[src/rtl/imm_gen_queue_if.sv]
// Handshake bundle between the decode producer/consumer and imm_gen_queue.
// The master side drives instructions and accepts immediates.
interface imm_gen_queue_if #(
  parameter int XLEN  = 32,
  parameter int DEPTH = 2
);
  logic                     flush;
  logic                     in_valid;
  logic                     in_ready;
  logic [31:0]              instr;
  logic [2:0]               imm_src;
  logic                     out_valid;
  logic                     out_ready;
  logic [XLEN-1:0]          imm_ext;
  logic                     imm_err;
  logic [$clog2(DEPTH):0]   count;

  modport master (
    output flush, in_valid, instr, imm_src, out_ready,
    input  in_ready, out_valid, imm_ext, imm_err, count
  );

  modport slave (
    input  flush, in_valid, instr, imm_src, out_ready,
    output in_ready, out_valid, imm_ext, imm_err, count
  );
endinterface

[src/rtl/imm_gen_queue.sv]
// RISC-V immediate generator feeding a small FIFO; immediates are decoded at
// enqueue time so the output side is purely registered storage.
module imm_gen_queue #(
  parameter int XLEN  = 32,
  parameter int DEPTH = 2
) (
  input logic           clk,
  input logic           rst_n,
  imm_gen_queue_if.slave bus
);
  localparam int PW = $clog2(DEPTH);
  localparam int CW = PW + 1;
  localparam logic [CW-1:0] FULL = CW'(DEPTH);

  logic [XLEN-1:0] imm_mem [DEPTH];
  logic            err_mem [DEPTH];
  logic [PW-1:0]   wr_ptr;
  logic [PW-1:0]   rd_ptr;
  logic [CW-1:0]   occupancy;

  logic            ready;
  logic            valid;
  logic            do_enq;
  logic            do_deq;
  logic [31:0]     imm32;
  logic            new_err;
  logic [XLEN-1:0] new_imm;
  logic            unused_opcode;

  assign ready  = (occupancy != FULL);
  assign valid  = (occupancy != '0);
  assign do_enq = bus.in_valid && ready && !bus.flush;
  assign do_deq = valid && bus.out_ready && !bus.flush;

  // The opcode field carries no immediate bits in any format.
  assign unused_opcode = ^bus.instr[6:0];

  always_comb begin
    imm32   = '0;
    new_err = 1'b0;
    case (bus.imm_src)
      3'd0: imm32 = {{20{bus.instr[31]}}, bus.instr[31:20]};
      3'd1: imm32 = {{20{bus.instr[31]}}, bus.instr[31:25], bus.instr[11:7]};
      3'd2: imm32 = {{19{bus.instr[31]}}, bus.instr[31], bus.instr[7],
                     bus.instr[30:25], bus.instr[11:8], 1'b0};
      3'd3: imm32 = {bus.instr[31:12], 12'b0};
      3'd4: imm32 = {{11{bus.instr[31]}}, bus.instr[31], bus.instr[19:12],
                     bus.instr[20], bus.instr[30:21], 1'b0};
      3'd5: imm32 = {27'b0, bus.instr[19:15]};
      default: begin
        imm32   = '0;
        new_err = 1'b1;
      end
    endcase
  end

  // Every format fits in 32 bits with bit 31 as sign (zimm has bit 31 clear),
  // so a single signed widening covers both XLEN choices.
  assign new_imm = XLEN'($signed(imm32));

  always_ff @(posedge clk) begin
    if (!rst_n) begin
      wr_ptr    <= '0;
      rd_ptr    <= '0;
      occupancy <= '0;
    end else if (bus.flush) begin
      wr_ptr    <= '0;
      rd_ptr    <= '0;
      occupancy <= '0;
    end else begin
      if (do_enq) wr_ptr <= wr_ptr + 1'b1;
      if (do_deq) rd_ptr <= rd_ptr + 1'b1;
      case ({do_enq, do_deq})
        2'b10:   occupancy <= occupancy + 1'b1;
        2'b01:   occupancy <= occupancy - 1'b1;
        default: occupancy <= occupancy;
      endcase
    end
  end

  // Storage is not reset; stale slots are unreachable once pointers clear.
  always_ff @(posedge clk) begin
    if (do_enq) begin
      imm_mem[wr_ptr] <= new_imm;
      err_mem[wr_ptr] <= new_err;
    end
  end

  assign bus.in_ready  = ready;
  assign bus.out_valid = valid;
  assign bus.count     = occupancy;
  assign bus.imm_ext   = valid ? imm_mem[rd_ptr] : '0;
  assign bus.imm_err   = valid ? err_mem[rd_ptr] : 1'b0;
endmodule

[src/flat_wrapper.sv]
// flat-port wrapper written by rule: the top's interface ports become plain ports
module imm_gen_queue_flat 
#(
  parameter int XLEN  = 32,
  parameter int DEPTH = 2
)
  (clk, rst_n, bus_flush, bus_in_valid, bus_instr, bus_imm_src, bus_out_ready, bus_in_ready, bus_out_valid, bus_imm_ext, bus_imm_err, bus_count);
  imm_gen_queue_if #(.XLEN(XLEN), .DEPTH(DEPTH)) bus_i ();
  input logic clk;
  input logic rst_n;
  input wire logic [$bits(bus_i.flush)-1:0] bus_flush;
  input wire logic [$bits(bus_i.in_valid)-1:0] bus_in_valid;
  input wire logic [$bits(bus_i.instr)-1:0] bus_instr;
  input wire logic [$bits(bus_i.imm_src)-1:0] bus_imm_src;
  input wire logic [$bits(bus_i.out_ready)-1:0] bus_out_ready;
  output wire logic [$bits(bus_i.in_ready)-1:0] bus_in_ready;
  output wire logic [$bits(bus_i.out_valid)-1:0] bus_out_valid;
  output wire logic [$bits(bus_i.imm_ext)-1:0] bus_imm_ext;
  output wire logic [$bits(bus_i.imm_err)-1:0] bus_imm_err;
  output wire logic [$bits(bus_i.count)-1:0] bus_count;
  assign bus_i.flush = bus_flush;
  assign bus_i.in_valid = bus_in_valid;
  assign bus_i.instr = bus_instr;
  assign bus_i.imm_src = bus_imm_src;
  assign bus_i.out_ready = bus_out_ready;
  assign bus_in_ready = bus_i.in_ready;
  assign bus_out_valid = bus_i.out_valid;
  assign bus_imm_ext = bus_i.imm_ext;
  assign bus_imm_err = bus_i.imm_err;
  assign bus_count = bus_i.count;
  imm_gen_queue #(.XLEN(XLEN), .DEPTH(DEPTH)) u_core (.clk(clk), .rst_n(rst_n), .bus(bus_i));
endmodule
[config.mk]
export PLATFORM = sky130hd
export DESIGN_NAME = imm_gen_queue_flat
export DESIGN_NICKNAME = d
export VERILOG_FILES = /design/src/rtl/imm_gen_queue_if.sv /design/src/rtl/imm_gen_queue.sv /design/src/flat_wrapper.sv
export SDC_FILE = /design/constraint.sdc
export NUM_CORES = 1
export LEC_CHECK = 0
export BUFFER_PORTS_ARGS = -buffer_cell sky130_fd_sc_hd__buf_4
export CORE_MARGIN = 4
export CORE_UTILIZATION = 25
export CTS_CLUSTER_DIAMETER = 60
export DETAILED_ROUTE_END_ITERATION = 10
export GPL_ROUTABILITY_DRIVEN = 1
export PLACE_DENSITY = 0.46
export SYNTH_ARGS = -nofsm -noshare
export SYNTH_HDL_FRONTEND = slang
export SYNTH_SLANG_ARGS = --single-unit
[constraint.sdc]
create_clock -name clk -period 4.29 [get_ports clk]
set_input_delay 0.2145 -clock clk [delete_from_list [all_inputs] [get_ports clk]]
set_output_delay 0.2145 -clock clk [all_outputs]
set_load 0.03 [all_outputs]
* After elaboration in Yosys (flattened, before gate mapping) *
Memories as Yosys holds them, arrays and structs flattened. A register that Yosys moved wholly into a read port is not among the register bits.
Index checks and enable logic that the tools add are counted.

operators by class
  multiplexer cells = 11
  reductions and logical operators = 10
  equal/unequal tests = 8
  $add $sub $neg = 4
  bitwise operators = 1

operators by type and width
  cell                                                  count
  one-hot mux 32 bit (6 select lines)                   1
  2-to-1 mux 32 bit                                     1
  2-to-1 mux 1 bit                                      8
  equality test 3 x 2 -> 1 bit (second input constant)  2
  equality test 3 bit (second input constant)           2
  OR reduction 6 bit                                    1
  logical AND 1 bit                                     4
  one-hot mux 2 bit (2 select lines)                    1
  nonzero test 2 bit                                    2
  equality test 3 x 1 -> 1 bit (second input constant)  1
  logical NOT 3 bit                                     1
  adder 1 bit (second input constant)                   2
  adder 2 x 1 -> 2 bit (second input constant)          1
  equality test 2 x 1 -> 1 bit (second input constant)  1
  equality test 2 bit (second input constant)           1
  != test 2 bit (second input constant)                 1
  OR reduction 2 bit                                    1
  subtractor 2 x 1 -> 2 bit (second input constant)     1
  logical NOT 1 bit                                     1
  NOT 1 bit                                             1

word-level totals
  memories = 2
  input bits = 40
  bits in writable memories = 66
  output and inout bits = 37
  word-level logic and storage cells = 39
  flip-flop bits (word level) = 4

memory list
  memory          words  bits a word  read ports  clocked after Yosys merged registers in  wr ports  RTL line             text
  u_core.imm_mem  2      32           1           1                                        1         imm_gen_queue.sv:15  logic [XLEN-1:0] imm_mem [DEPTH];
  u_core.err_mem  2      1            1           1                                        1         imm_gen_queue.sv:16  logic err_mem [DEPTH];

* Depth between registers and ports, before layout *
Gate-level depths: netlist of the first run.

  depth after elaboration = 5
  depth in mapped cells = 6
  mapped depth without buffers = 6

* Least setup slack after synthesis of the first run *
OpenSTA, ideal clock, no wires.

  path kind = register to register
  from = reg u_core.occupancy[0], in the netlist u_core.bus.count[0]
  to = mem u_core.err_mem[0] (enable)
  stages on the path, launching flop included = 4
  library setup time = 423 ps
  clock period less this slack = 2994 ps
  path buffers = 0
  required time = 3867 ps
  slack = 1296 ps
  arrival = 2571 ps
  path through = dfxtp_1 -> nand2b_1 -> nand3_1 -> nor2_1

between the ends
  cells in the longest elaborated chain, start to end = 5

ends and longest elaborated chain
  what                                    RTL line             text
  from (decl)                             imm_gen_queue.sv:19  logic [CW-1:0] occupancy;
  from (signal assigned)                  imm_gen_queue.sv:74  2'b10: occupancy <= occupancy + 1'b1;
  from (signal assigned)                  imm_gen_queue.sv:75  2'b01: occupancy <= occupancy - 1'b1;
  from (signal assigned)                  imm_gen_queue.sv:76  default: occupancy <= occupancy;
  != test 2 bit                           imm_gen_queue.sv:30  assign ready = (occupancy != FULL);
  net bus_in_ready                        flat_wrapper.sv:16   output wire logic [$bits(bus_i.in_ready)-1:0] bus_in_ready;
  logical AND 1 bit (2 in series)         imm_gen_queue.sv:32  assign do_enq = bus.in_valid && ready && !bus.flush;
  2-to-1 mux 1 bit                        imm_gen_queue.sv:83  if (do_enq) begin
  2-to-1 mux 1 bit (not written as such)  imm_gen_queue.sv:85  err_mem[wr_ptr] <= new_err;
  to (decl)                               imm_gen_queue.sv:16

The timed path passes the listed nets, and every way through them passes these cells.

==> results of run 1 <==
stage by stage:
step | power, mW | instance area (sq um) | util (%) | std cells | setup WS (ns)
CTS | 1.68 | 4210 | 33.1 | 493 | 2.05
floorplan | 0.911 | 3270 | - | 254 | 1.30
detailed placement | 0.978 | 3930 | 30.9 | 478 | 2.10
global route | 1.73 | 4210 | 33.1 | 493 | 1.96
finish | 1.66 | 4210 | 33.1 | 493 | 2.13
global placement | 0.975 | 3930 | 30.9 | 478 | 2.11
cells by family after synthesis:
| family | share of synthesized area, % |
|---|---|
| AND/OR/NAND/NOR | 10.6 |
| multiplexers | 10.4 |
| flip-flops | 63.6 |
| buffers and inverters | 3.67 |
| adder cells (fa/ha/maj) | 0.726 |
| XOR/XNOR | 1.07 |
| AO/OA/AOI/OAI | 9.94 |
path summary, 6_finish.rpt:
kind	startpoint	to	slack, ns	cells after the start
setup / recovery	flip-flop	bus_imm_ext[21]	2.13	3
hold reg to reg	u_core.rd_ptr	flip-flop	0.51	2
setup reg to reg	u_core.bus.count[0]	u_core.imm_mem[1][14]	2.13	3
hold / removal	bus_in_valid	u_core.wr_ptr	0.18	3
metal layers:
layer | vias up | global-route usage (%) | share of wire (%) | wire length [microns]
met1 | 1029 | 13.8 | 46 | 3580
met5 | - | 0 | 0 | 0
met2 | 42 | 16.8 | 49 | 3850
met3 | 2 | 3.23 | 4.2 | 330
met4 | 0 | 4.62 | 0.63 | 49
li1 | 1057 | - | - | -
sequential cells by signal, summed over array words and instances (netlist names), named ones only:
register and cells:
u_core.imm_mem 64, u_core.bus.count 2, u_core.err_mem 2, u_core.rd_ptr 1, u_core.wr_ptr 1
placed cells by master, fill, tap and decap left out, types with 2 or more instances in the layout:
cell type	synthesis	final
buf_4	2	70
xnor2_1	2	2
nor2_4	0	2
nor2b_1	3	3
and2b_1	10	10
edfxtp_1	66	66
and2_1	3	3
a21oi_1	17	17
inv_1	5	5
xor2_1	2	2
o21ai_0	5	5
nor2_1	42	39
dfxtp_1	5	4
mux2i_1	34	34
clkbuf_1	4	2
o22ai_1	7	7
clkinv_2	0	2
a31oi_1	4	4
a21o_1	8	8
a21o_2	4	4
nand3_1	3	3
nand2b_1	2	2
o2bb2ai_1	4	4
clkbuf_16	0	9
area by class of cell:
| cell class | instances | area, sq um | area share [%] |
|---|---|---|---|
| Sequential cell | 71 | 2080 | 49.5 |
| Multi-Input combinational cell | 160 | 1090 | 25.8 |
| Tap cell | 172 | 215 | 5.11 |
| Timing Repair Buffer | 70 | 526 | 12.5 |
| Clock buffer | 11 | 233 | 5.53 |
| Clock inverter | 4 | 47.5 | 1.13 |
| Inverter | 5 | 18.8 | 0.446 |
power groups by stage:
stage                     combinational, mW  sequential [mW]  clock (mW)
after floorplan                       0.104            0.807           0
after detailed placement              0.169            0.809           0
after CTS                             0.170            0.795       0.720
after global routing                  0.184            0.796       0.752
after global placement                0.167            0.808           0
final                                 0.167            0.795       0.700
worst max-delay path: stages (launching register included):
cell and delay [ns]:
dfxtp_2 1.05, mux2i_1 0.27, nor2_1 0.08, buf_4 0.19
==> qor.yml, run 1 <==
drc: 0
dieArea_sq_um: 15000
cts_tree: "yes"
synth_top_area_share_pct: 60.6
final.setup.tns_ns: 0
grt_pass1_vias: 2150
ir_worst_vdd_uv: 185
power_frac_comb_pct: 10.0
period_share_pct: 50.2
avgSynthCellArea_sq_um: 12.9
intPower_mw: 1.30
overflow: 0
status: "complete, no violations"
path_max_fanout: 33
coreArea_sq_um: 12700
p_switching_mw: 0.362
ys.flop_type: "edfxtp_1"
hold_buffers: 0
drive_gt1_share_pct: 29.3
ys_seq_area_share_pct: 63.6
place_congestion: 0.698
synth_nets: 295
p_leak_nw: 1.57
port_buffers: 69
yosys.area.top_type: "edfxtp_1"
ys.warnings.count: 0
synth_common_cells: "edfxtp_1 (66), nor2_1 (42), mux2i_1 (34)"
dpl.hpwl_microns: 5260
diodes: 0
grt_pass1_wl_microns: 11900
wl_per_cell_microns: 15.9
p_sw_share_pct: 21.8
clock_latency_ns: 0.32
ant_nets: 0
max_cap_viol_count: 0
fp-row-count: 41
fillers: 1345
crit_required_ns: 4.08
fin_skew_ns: 0.00576
antenna_found_initial: 0
yosysUniqueCellTypes: 34
die_x_microns: 122
critical_path_class: "flip-flop to output pin"
clk_path_buf_depth: 2
tightest_slew_ns: 1.09
pin_count: 77
grt_use_total_pct: 10.7
power_frac_seq_pct: 47.8
min_period_ns: 2.16
powerDensity_nw_per_um2: 395
async_flop_share_pct: 0
cts_buffers: 9
yosysMostFrequentCell: "edfxtp_1"
clockRootBuffer: "clkbuf_16"
syn_area_sq_um: 3270
vias: 2130
initial_utilization_pct: 25.7
start_kind: "flip-flop"
syn_inst: 254
drt_wl_total_microns: 7820
synth_edf_count: 66
holdWs_ns: 0.179
fmax_mhz: 464
nNetsFinal: 358
post_cts_buffers: 0
setup_viol_count_final: 0
die_h_microns: 122
grt_setup_unrepaired: "false"
ctsResizeCount: 0
avgViaCountPerCell: 4.32
grt_start_max_net_pins: 35
end_kind: "output pin"
ys_top_cells_by_area: "edfxtp_1 (61%), mux2i_1 (10%), nor2_1 (4.8%)"
pwr-share-clk_pct: 42.1
cts_sinks: 71
slew_headroom_pct: 27.0
ys_ff_latch: 71
clk_pin_slew_ns: 0.05
hold_violations: 0
drv_slew: 0
drt_iter0_drc: 76
firstDrtPassIters: 4
areaGrowthSynthToFinish_pct: 28.7
crit_arrival_ns: 1.94
cts_max_level: 3
hold_class: "primary input to flip-flop"
Note: power is estimated with default switching activity, not from simulation.
==> run 2: changes to the inputs <==
--- a/config.mk
+++ b/config.mk
@@ -5,13 +5,14 @@
 export SDC_FILE = /design/constraint.sdc
 export NUM_CORES = 1
 export LEC_CHECK = 0
+export ABC_AREA = 1
 export BUFFER_PORTS_ARGS = -buffer_cell sky130_fd_sc_hd__buf_4
 export CORE_MARGIN = 4
 export CORE_UTILIZATION = 25
 export CTS_CLUSTER_DIAMETER = 60
 export DETAILED_ROUTE_END_ITERATION = 10
 export GPL_ROUTABILITY_DRIVEN = 1
-export PLACE_DENSITY = 0.46
+export PLACE_DENSITY = 0.48
 export SYNTH_ARGS = -nofsm -noshare
 export SYNTH_HDL_FRONTEND = slang
 export SYNTH_SLANG_ARGS = --single-unit
==> constraint.sdc (replaced) <==
create_clock -name clk -period 1.95 [get_ports clk]
set_input_delay 0.0975 -clock clk [delete_from_list [all_inputs] [get_ports clk]]
set_output_delay 0.0975 -clock clk [all_outputs]
set_load 0.03 [all_outputs]
==> run 2 against run 1 <==
Against the previous run:
- clock skew is 0.0011 ns lower
- clock power rose by 120%
- critical path type unchanged
- critical path depth increased by 1
- sequential power up 120%
- core utilization is 1.4 points higher
- critical endpoint is now bus_imm_ext[23]
- count of clock-buffer cells in the layout is the same
==> qor.yml, run 2 <==
nNetsFinal: 428  # +20%
drc: 0  # unchanged
end_kind: "output pin"
start_kind: "flip-flop"
pin_count: 77  # unchanged
setup_viol_count_final: 0  # unchanged
synth_top_area_share_pct: 62.8  # +2.2 points
rr_endpoint: "u_core.imm_mem[1][6]"
vias: 2401  # +13%
fmax_mhz: 601
ys.warnings.count: 0  # unchanged
antenna_found_initial: 0  # unchanged
dpl.hpwl_microns: 5390  # +2.5%
drt_wl_total_microns: 7880  # +0.82%
crit_start: "u_core.bus.count[1]"
grt_pass1_wl_microns: 12400  # +4.2%
initial_utilization_pct: 25.9  # +0.23 points
ir_worst_vdd_uv: 300  # +62%
die_x_microns: 120  # -1.7%
overflow: 0  # unchanged
clk_path_buf_depth: 2  # unchanged
cpLargestDelayFamily: "buffers and inverters"
clockRootBuffer: "clkbuf_16"
synth_edf_count: 66  # unchanged
synth_common_cells: "nand2_1 (114), edfxtp_1 (66), a21oi_1 (35)"
ys_seq_area_share_pct: 66.0  # +2.3 points
place_congestion: 0.772  # +11%
grt_pass1_vias: 2347  # +9.2%
yosysMostFrequentCell: "nand2_1"
top_register: "u_core.imm_mem"
cts_buffers: 9  # unchanged
avgSynthCellArea_sq_um: 10.0  # -22%
ys.flop_type: "edfxtp_1"
crit_slowest_cell: "dfxtp_1"
post_cts_buffers: 0  # unchanged
crit_required_ns: 1.85  # -2.23 ns
cp_num_cells: 4  # +1
areaGrowthSynthToFinish_pct: 32.8
cts_sinks: 71  # unchanged
r2r-start: "u_core.bus.count[1]"
clk_pin_slew_ns: 0.05  # about the same
placed_area_sq_um: 3900  # -0.76%
crit_arrival_ns: 1.57  # -0.37 ns
min_period_ns: 1.66
dieArea_sq_um: 14500  # -3.3%
min_from: "rst_n"
fin_skew_ns: 0.00467  # -0.00109 ns
avgViaCountPerCell: 4.29  # -0.76%
whs_path_depth: 3  # unchanged
cpMostUsedCell: "buf_4"
final_cell_mix: "nand2_1 (113), buf_4 (74), edfxtp_1 (66)"
tightest_slew_ns: 0.494  # -0.601 ns
ant_nets: 0  # unchanged
fp-row-count: 40  # -2.4%
period_share_pct: 85.3
hold_violations: 0  # unchanged
cts_tree: "yes"
hold_class: "primary input to flip-flop"
path_max_fanout: 33  # unchanged
die_h_microns: 120  # -1.7%
cts_max_level: 3  # unchanged
async_flop_share_pct: 0  # unchanged
use_met2_pct: 17.5  # +0.73 points
powerDensity_nw_per_um2: 865  # +120%
grt-busiest-layer: "met2"
final_common_cell: "nand2_1"
grt_setup_unrepaired: "false"
drt_iter0_drc: 120  # +58%
syn_area_sq_um: 3160  # -3.6%
min_to: "u_core.bus.count[0]"
diodes: 0  # unchanged
status: "complete, no violations"
firstDrtPassIters: 4  # unchanged
largest_reg_flops: 64  # unchanged
coreArea_sq_um: 12200  # -4.4%
path_buf_inv: 2  # +1
dp.cells: 543  # +14%
yosys.area.top_type: "edfxtp_1"
ys_top_cells_by_area: "edfxtp_1 (63%), nand2_1 (14%), a21oi_1 (5.6%)"
r2r_cells: 4  # +1
grt_start_max_net_pins: 34  # -2.9%
yosysUniqueCellTypes: 22  # -35%
wl_per_cell_microns: 14.1  # -11%
slowest_delay_ns: 0.41  # -0.64 ns
syn_inst: 314  # +24%
design_area_sq_um: 4190  # -0.45%
port_buffers: 69  # unchanged
instances_no_fill: 560  # +14%
grt_use_met3_pct: 3.32  # +0.095 points
path_cells: "nor2_2, buf_4, a21oi_1, buf_4"
critical_path_class: "flip-flop to output pin"
max_cap_viol_count: 0  # unchanged
p_leak_nw: 1.72  # +9.9%
grt.met1_usage_pct: 14.8  # +1.0 points
synth_nets: 355  # +20%
ys_ff_latch: 71  # unchanged
drv_slew: 0  # unchanged
final.setup.tns_ns: 0  # unchanged
slew_headroom_pct: 67.0  # +40 points
r2r_slack_ns: 0.40  # -1.73 ns
drive_gt1_share_pct: 25.8  # -3.5 points
grt_use_total_pct: 11.2  # +0.49 points
clock_latency_ns: 0.32  # about the same
## run 2: cell count changes after synthesis, moves of 10 or more
cell	previous run	this run
a21oi_1	17	35
and2b_1	10	0
inv_1	5	16
mux2i_1	34	0
nand2_1	1	114
nand3_1	3	25
nor2_1	42	17
## run 2: cells by family after synthesis
group | synth area share [%]
adders and majority gates | 0.396
buffers and inverters | 4.56
AOI/OAI and AO/OA | 6.34
xor gates and xnor gates | 0.278
and+or+nand+nor | 22.4
DFF | 66.0
## run 2: report_power, final
| part | switching [mW] | internal [mW] | total (mW) | leakage, nW |
|---|---|---|---|---|
| Clock | 0.558 | 0.978 | 1.54 | 0.141 |
| Sequential | 0.0125 | 1.73 | 1.74 | 0.656 |
| Combinational | 0.218 | 0.126 | 0.344 | 0.926 |
## run 2: worst register-to-register path, stage by stage, from the launching register on
cell	delay, ns
dfxtp_1	0.41
nand2_2	0.11
nand3_1	0.16
clkinvlp_4	0.34
buf_12	0.29
## run 2: timing repair
item	CTS	global route
gates resized for setup	0	0
endpoints found under the hold margin	1	0
hold buffers	1	0
## run 2: area by class of cell
cell class | instances | area (sq um)
clock buffers | 11 | 233
inverters | 18 | 71.3
flip-flops and latches | 71 | 2080
fillers | 1251 | 7970
clock inverters | 5 | 48.8
well taps | 168 | 210
repair buffers | 77 | 606
multi-input cells | 210 | 940
## run 2: how the worst max path moves through the flow
stage | to
floorplan | u_core.err_mem[1]
global placement | u_core.imm_mem[1][7]
detailed placement | u_core.imm_mem[1][7]
CTS | bus_imm_ext[23]
global route | bus_imm_ext[21]
finish | bus_imm_ext[23]
## run 2: per-layer routing
layer / routed length, microns / part of all wire (%)
met4: 74 / 0.94
met5: 0 / 0
met3: 438 / 5.6
met2: 3680 / 47
met1: 3690 / 47
## run 2: through the flow
step	total power, mW	setup WS, ns	hold slack, ns	utilization (%)
6_report	3.62	0.286	0.0212	34.5
5_1_grt	3.78	0.200	0.0577	34.5
4_1_cts	3.67	0.262	0.0103	34.5
3_5_place_dp	2.12	0.361	0.289	32.1
3_3_place_gp	2.12	0.371	0.287	32.1
2_1_floorplan	1.97	0.0902	0.169	-
